[config.mk]
export PLATFORM = sky130hd
export DESIGN_NAME = vram_arbiter
export DESIGN_NICKNAME = d
export VERILOG_FILES = /design/src/rtl/vram_arbiter.sv
export SDC_FILE = /design/constraint.sdc
export NUM_CORES = 1
export LEC_CHECK = 0
export CORE_AREA = 2 2 39 41
export CTS_BUF_LIST = sky130_fd_sc_hd__clkbuf_16
export DETAILED_ROUTE_END_ITERATION = 16
export DIE_AREA = 0 0 41 43
export DONT_BUFFER_PORTS = 1
export GPL_TIMING_DRIVEN = 0
export PLACE_DENSITY_LB_ADDON = 0.12
export SLEW_MARGIN = 25
export SYNTH_ARGS = -nofsm -noshare
export SYNTH_HDL_FRONTEND = slang
export SYNTH_SLANG_ARGS = --single-unit
[constraint.sdc]
create_clock -name clock -period 1.5 [get_ports clock]
set_input_delay 0.075 -clock clock [delete_from_list [all_inputs] [get_ports clock]]
set_output_delay 0.075 -clock clock [all_outputs]
set_load 0.1 [all_outputs]
[src/rtl/vram_arbiter.sv]
// vram_arbiter: shares a single-port 2bpp 320x240 framebuffer RAM between display scanout and game logic.
// Optional VRAM_ARB_RANGE_GUARD_EN: out-of-range accesses are neutralised at the RAM pins and read back as 2'b00.
module vram_arbiter #(
    parameter int ADDR_W   = 19,
    parameter int FB_WORDS = 76800,
    parameter int RD_LAT   = 1,
    parameter int MAX_WAIT = 4
) (
    input  logic              clock,
    input  logic              reset,
    input  logic              disp_req,
    input  logic [ADDR_W-1:0] disp_addr,
    output logic              disp_gnt,
    output logic              disp_rvalid,
    output logic [1:0]        disp_rdata,
    input  logic              game_req,
    input  logic              game_we,
    input  logic [ADDR_W-1:0] game_addr,
    input  logic [1:0]        game_wdata,
    output logic              game_gnt,
    output logic              game_rvalid,
    output logic [1:0]        game_rdata,
    output logic [ADDR_W-1:0] ram_address,
    output logic              ram_write_enabled,
    output logic [1:0]        ram_write_data,
    input  logic [1:0]        ram_read_data
);

`ifdef VRAM_ARB_RANGE_GUARD_EN
    localparam logic GUARD_EN = 1'b1;
`else
    localparam logic GUARD_EN = 1'b0;
`endif
    localparam logic [3:0]      WAIT_LIMIT = 4'(MAX_WAIT);
    localparam logic [ADDR_W:0] FB_LIMIT   = (ADDR_W + 1)'(FB_WORDS);

    typedef enum logic {DISP_PRI = 1'b0, GAME_PRI = 1'b1} pri_t;

    pri_t              state;
    logic [3:0]        wait_cnt;
    logic [2:0]        tag_pipe [RD_LAT];
    logic [2:0]        tag_in;
    logic [2:0]        tag_out;
    logic [ADDR_W-1:0] sel_addr;
    logic              out_of_range;
    logic              game_read;
    logic [1:0]        ret_data;
    logic [1:0]        disp_hold;
    logic [1:0]        game_hold;

    // Grant decision from current requests and the registered priority state.
    always_comb begin
        disp_gnt = 1'b0;
        game_gnt = 1'b0;
        if (reset) begin
            disp_gnt = 1'b0;
            game_gnt = 1'b0;
        end else if (state == GAME_PRI) begin
            game_gnt = game_req;
            disp_gnt = disp_req & ~game_req;
        end else begin
            disp_gnt = disp_req;
            game_gnt = game_req & ~disp_req;
        end
    end

    // RAM pin drive follows the winner; idle pins sit at zero.
    always_comb begin
        sel_addr = '0;
        if (disp_gnt) begin
            sel_addr = disp_addr;
        end else if (game_gnt) begin
            sel_addr = game_addr;
        end else begin
            sel_addr = '0;
        end
        out_of_range      = GUARD_EN & (disp_gnt | game_gnt) & ({1'b0, sel_addr} >= FB_LIMIT);
        ram_address       = out_of_range ? '0 : sel_addr;
        ram_write_enabled = game_gnt & game_we & ~out_of_range;
        ram_write_data    = game_gnt ? game_wdata : 2'b00;
    end

    // Tag bits: {display read, game read, forced-zero data}.
    assign game_read = game_gnt & ~game_we;
    assign tag_in    = {disp_gnt, game_read, out_of_range & (disp_gnt | game_read)};
    assign tag_out   = tag_pipe[RD_LAT-1];
    assign ret_data  = tag_out[0] ? 2'b00 : ram_read_data;

    // Priority state and starvation counter; GAME_PRI is entered on the edge the counter reaches its limit.
    always_ff @(posedge clock) begin
        if (reset) begin
            state    <= DISP_PRI;
            wait_cnt <= 4'd0;
        end else begin
            if (game_gnt || !game_req) begin
                wait_cnt <= 4'd0;
            end else if (wait_cnt < WAIT_LIMIT) begin
                wait_cnt <= wait_cnt + 4'd1;
            end else begin
                wait_cnt <= wait_cnt;
            end
            case (state)
                DISP_PRI: begin
                    if (game_req && !game_gnt && ((wait_cnt + 4'd1) >= WAIT_LIMIT)) begin
                        state <= GAME_PRI;
                    end else begin
                        state <= DISP_PRI;
                    end
                end
                GAME_PRI: begin
                    if (game_gnt || !game_req) begin
                        state <= DISP_PRI;
                    end else begin
                        state <= GAME_PRI;
                    end
                end
                default: state <= DISP_PRI;
            endcase
        end
    end

    // Read tag pipeline, aligned with the RAM read latency.
    always_ff @(posedge clock) begin
        if (reset) begin
            for (int i = 0; i < RD_LAT; i++) begin
                tag_pipe[i] <= 3'b000;
            end
        end else begin
            tag_pipe[0] <= tag_in;
            for (int i = 1; i < RD_LAT; i++) begin
                tag_pipe[i] <= tag_pipe[i-1];
            end
        end
    end

    // Last delivered data per requester, shown while its rvalid is low.
    always_ff @(posedge clock) begin
        if (reset) begin
            disp_hold <= 2'b00;
            game_hold <= 2'b00;
        end else begin
            if (tag_out[2]) begin
                disp_hold <= ret_data;
            end else begin
                disp_hold <= disp_hold;
            end
            if (tag_out[1]) begin
                game_hold <= ret_data;
            end else begin
                game_hold <= game_hold;
            end
        end
    end

    assign disp_rvalid = ~reset & tag_out[2];
    assign game_rvalid = ~reset & tag_out[1];
    assign disp_rdata  = reset ? 2'b00 : (tag_out[2] ? ret_data : disp_hold);
    assign game_rdata  = reset ? 2'b00 : (tag_out[1] ? ret_data : game_hold);

endmodule

# Word-level counts from Yosys, hierarchy flattened
# Memory sizes are Yosys's and may differ from the RTL's.
# Index checks and enable logic that the tools add are counted.
[word_totals]
register_bits = 9
ramBits = 2
in_bits = 47
n_memories = 1
[classes]
addsub = 1
order_cmp = 2
mux = 20
n_bitwise = 11
reduce_logical = 7
[memory_table]
columns = ["memory", "depth", "word_bits", "read_ports", "rd_ports_with_merged_regs", "write_ports", "line_no", "text"]
rows = [
  ["tag_pipe", 1, 2, 1, 0, 1, "41", "logic [2:0] tag_pipe [RD_LAT];"],
]
[ops]
columns = ["cell", "n"]
rows = [
  ["$mux 19", 2],
  ["$mux 2", 7],
  ["$mux 1", 10],
  ["$and 1x1->1", 6],
  ["$not 1->1", 5],
  ["$add 4x1->4 const B", 1],
  ["$ge 4x3->1 const B", 1],
  ["$lt 4x3->1 const B", 1],
  ["$reduce_or 2->1", 2],
  ["$logic_and 1x1->1", 2],
  ["$logic_not 1->1", 2],
  ["$pmux 1 s2", 1],
  ["$logic_or 1x1->1", 1],
]

# Logic depth before layout (Yosys ltp)
[depth]
ltp_word = 9
depth_mapped = 4
mapped_depth_nobuf = 3

# Worst setup path after synthesis
# No wires, ideal clock.
[synth_timing]
path_type = "flip-flop to output port"
start = "register state"
end = "output ram_address[10]"
t_arrival_ps = 2058
slack_ps = -633
path_stages_with_launch = 5
cell_sequence = "dfxtp_1 nor2b_1 nor3b_2 buf_2 a22o_1"
[synth_between]
elab_chain_len = 4
elab_cells_between_ends = 6
classes_between = "mux: 6"
[synth_rtl]
columns = ["element", "line_no", "text"]
rows = [
  ["start: declaration", "39", "pri_t state;"],
  ["start signal: assignment", "92", "state <= DISP_PRI;"],
  ["start signal: assignment", "105", "state <= GAME_PRI;"],
  ["start signal: assignment", "107", "state <= DISP_PRI;"],
  ["$mux 1", "58", "end else if (state == GAME_PRI) begin"],
  ["$mux 1", "55", "if (reset) begin"],
  ["net game_gnt", "20", "output logic game_gnt,"],
  ["$mux 19", "72", "end else if (game_gnt) begin"],
  ["$mux 19", "70", "if (disp_gnt) begin"],
  ["end: declaration", "23", "output logic [ADDR_W-1:0] ram_address,"],
]
# The timed path passes the listed nets, and every way through them passes these cells.

# Worst setup path after layout
[layout_timing]
start = "register state"
end = "output ram_write_data[1]"
[layout_between]
elab_chain_len = 3
[layout_rtl]
columns = ["element", "line_no", "text"]
rows = [
  ["$mux 1", "58", ""],
  ["$mux 1", "55", ""],
  ["net game_gnt", "20", ""],
  ["$mux 2", "80", "ram_write_data = game_gnt ? game_wdata : 2'b00;"],
  ["end: declaration", "25", "output logic [1:0] ram_write_data,"],
]
# The timed path passes the listed nets, and every way through them passes these cells.

==> key figures <==
Floorplanning
  • Top Ports: 77
  • Die width: 41 um
  • Num rows: 14
  • Initial Utilization: 46.6%
  • Core area: 0.00138 mm2
  • Die span in y: 43 um
  • Die area: 0.00176 mm2

Setup path
  • Startpoint types: flip-flop
  • Crit path DAT: 1.53 ns
  • Setup crit end kind: output pin
  • CP required: 1.42 ns
  • Critical path class: reg -> out
  • CP max FO: 6

Routing
  • DRT Pass-1 Iters: 4
  • Post-DRT Antenna Nets: 0
  • # DRC: 0
  • Routed vias/inst: 6.53
  • Routed vias: 660
  • Routed wire per std cell: 24.0 um
  • Initial drt markers: 9
  • DRT Wirelength: 2.42 mm

Logic synthesis
  • Synth unique cells: 18
  • Post-synthesis sequential area ratio: 34.2%
  • Synth Instances: 69
  • Synth warn: 0
  • Synthesized cell area: 644 um2
  • Yosys reg bits: 11
  • Synthesized area per cell: 9.34 um2
  • Syn nets: 117

Timing
  • Final hold violations: 0
  • Post-layout min period: 1.61 ns
  • Tcrit/Tclk final: 107%
  • Fin. max-slew vios: 0
  • Rel. slew slack: 56.9%
  • RSZ-0062 raised after global routing: true
  • Final worst slack: -0.108 ns
  • Max Freq: 622 MHz
  • Clock Skew: 0.00505 ns
  • Final Setup Violations: 18
  • Tightest Pin Transition: 0.645 ns

Clock network
  • Clock Pin Slew Worst Setup and Hold Paths: 0.04 ns
  • CTS buffer count: 3
  • Clock Path Buffers: 2
  • CTS sink count: 11
  • CTS HTree Levels: 1
  • Clk Latency, worst-skew pair: 0.24 ns
  • Root Driver: clkbuf_16
  • CTS tree: done

Layout
  • Layout cells sized above 1: 60.0%
  • Final Non-Filler Cells: 101
  • Diodes inserted: 0
  • Area growth syn-to-layout: 80.0%
  • Nets@finish: 134

Pwr
  • Final Power: 0.00127 W
  • Cell Pwr Density: 1090 mW/mm2
  • Leak: 0.498 nW
  • Maximum VDD drop: 0.00150 V

Place
  • Routability congestion estimate from global placement: 0.712
  • Detailed Place HPWL: 1.13 mm
  • DP Cell Count: 85
  • IO buf count: 0
  • Place WS: -0.236 ns

GRT
  • Vias in the first global route: 640
  • Global route overflow: 0
  • Largest net degree at the start of global routing: 11
  • Antenna violations before repair: 0
  • First-pass GRT wire length: 2.83 mm
  • Tot GR Track Use: 23.9%

Run status
  • Status: finished, violations left
  • Failing checks: negative setup slack

Flow run
  • Max_cap viols: 0

Min path
  • HP Class: in -> reg
## worst max-delay path: stages, from the launching register on
cell and delay [ns]:
dfxtp_4 0.36, nor2b_4 0.05, nor3b_4 0.17, buf_6 0.16, buf_12 0.19, and2_4 0.36
## path summary, 6_finish.rpt
| path | start | endpoint | slack, ns | cells past startpoint |
|---|---|---|---|---|
| max | state$_SDFF_PP0_ | ram_write_data[1] | -0.11 | 5 |
| min | reset | disp_hold[1]$_DFF_P_ | 0.03 | 1 |
| max reg2reg | state$_SDFF_PP0_ | tag_pipe[0][0]$_SDFF_PP0_ | 0.23 | 7 |
| min reg2reg | wait_cnt[3]$_SDFFE_PP0N_ | wait_cnt[3]$_SDFFE_PP0N_ | 0.53 | 2 |
## cell usage after synthesis
cell,count,area share [%]
inv_1,1,0.58
buf_2,4,3.1
or3b_4,1,1.7
nor3b_2,1,1.9
and2_1,3,2.9
mux2i_1,4,6.2
a22o_1,19,26
ha_1,1,1.9
o21ai_0,1,0.78
nor2b_1,4,3.9
nand2b_4,1,2.1
nor3_1,1,0.78
a311oi_2,1,2.3
nor2_1,8,4.7
xnor2_1,2,2.7
a21oi_1,4,3.1
dfxtp_1,11,34
nand2_1,2,1.2
## layout by cell type (no fill, tap or decap), types with 3 or more instances in the layout
cell type      Yosys  routed
nor2_4             0       4
nor2_1             8       4
a22o_4             0      19
dfxtp_1           11      10
clkbuf_16          0       3
a21oi_1            4       3
and2_4             0       3
buf_6              0       3
dlygate4sd3_1      0       3
mux2i_1            4       4
buf_4              0       4
nor2b_4            0       3
## final cells by class
class	instances	area, um2
Timing Repair Buffer	12	135
Inverter	1	3.75
Sequential cell	11	224
Clock inverter	1	3.75
Buffer	4	61.3
Clock buffer	3	75.1
Fill cell	70	224
Tap cell	16	20.0
Multi-Input combinational cell	53	637
## logic make-up after synthesis
family / Yosys count / synth area share [%]
AO/OA/AOI/OAI: 25 / 32.0
AND/OR/NAND/NOR: 21 / 19.2
XOR/XNOR: 2 / 2.72
buffers and inverters: 5 / 3.69
multiplexers: 4 / 6.21
adder cells (fa/ha/maj): 1 / 1.94
flip-flops: 11 / 34.2
## power by group
group | switching, W | internal, W
sequential | 0.00000516 | 0.000299
clock | 0.000126 | 0.000349
combinational | 0.000364 | 0.000121
total | 0.000496 | 0.000769
## what timing repair did
action | 4_1_cts | 5_1_grt
hold buffers | 3 | 0
cloned | 3 | 0
endpoints found under the hold margin | 2 | 0
pin swaps | 9 | 9
setup endpoints to repair | 32 | 22
resized for setup | 34 | 5
buffers inserted | 4 | 3
## flip-flops by register name, summed over array words and instances (netlist names)
name       flops
wait_cnt       4
disp_hold      2
tag_pipe       2
game_hold      2
state          1
## per-layer routing
layer	up-vias	global-route usage [%]	share of wire, %
met5	-	0	0
met4	0	6.00	2.9
met3	6	5.24	11
met2	47	41.6	54
met1	317	27.6	33
li1	290	-	-
## through the flow
stage                     utilization, %  TNS [ns]  hold WS (ns)  instance area [um2]
final                               83.8     -1.49        0.0339                 1160
after global routing                83.8     -2.37        0.0287                 1160
after CTS                           82.8     -1.83        0.0313                 1150
after detailed placement            54.7     -2.08         0.157                  757
after global placement              54.7     -2.03         0.161                  757
after floorplan                        -    -0.223         0.147                  737
Power figures use the tool's default switching activity.
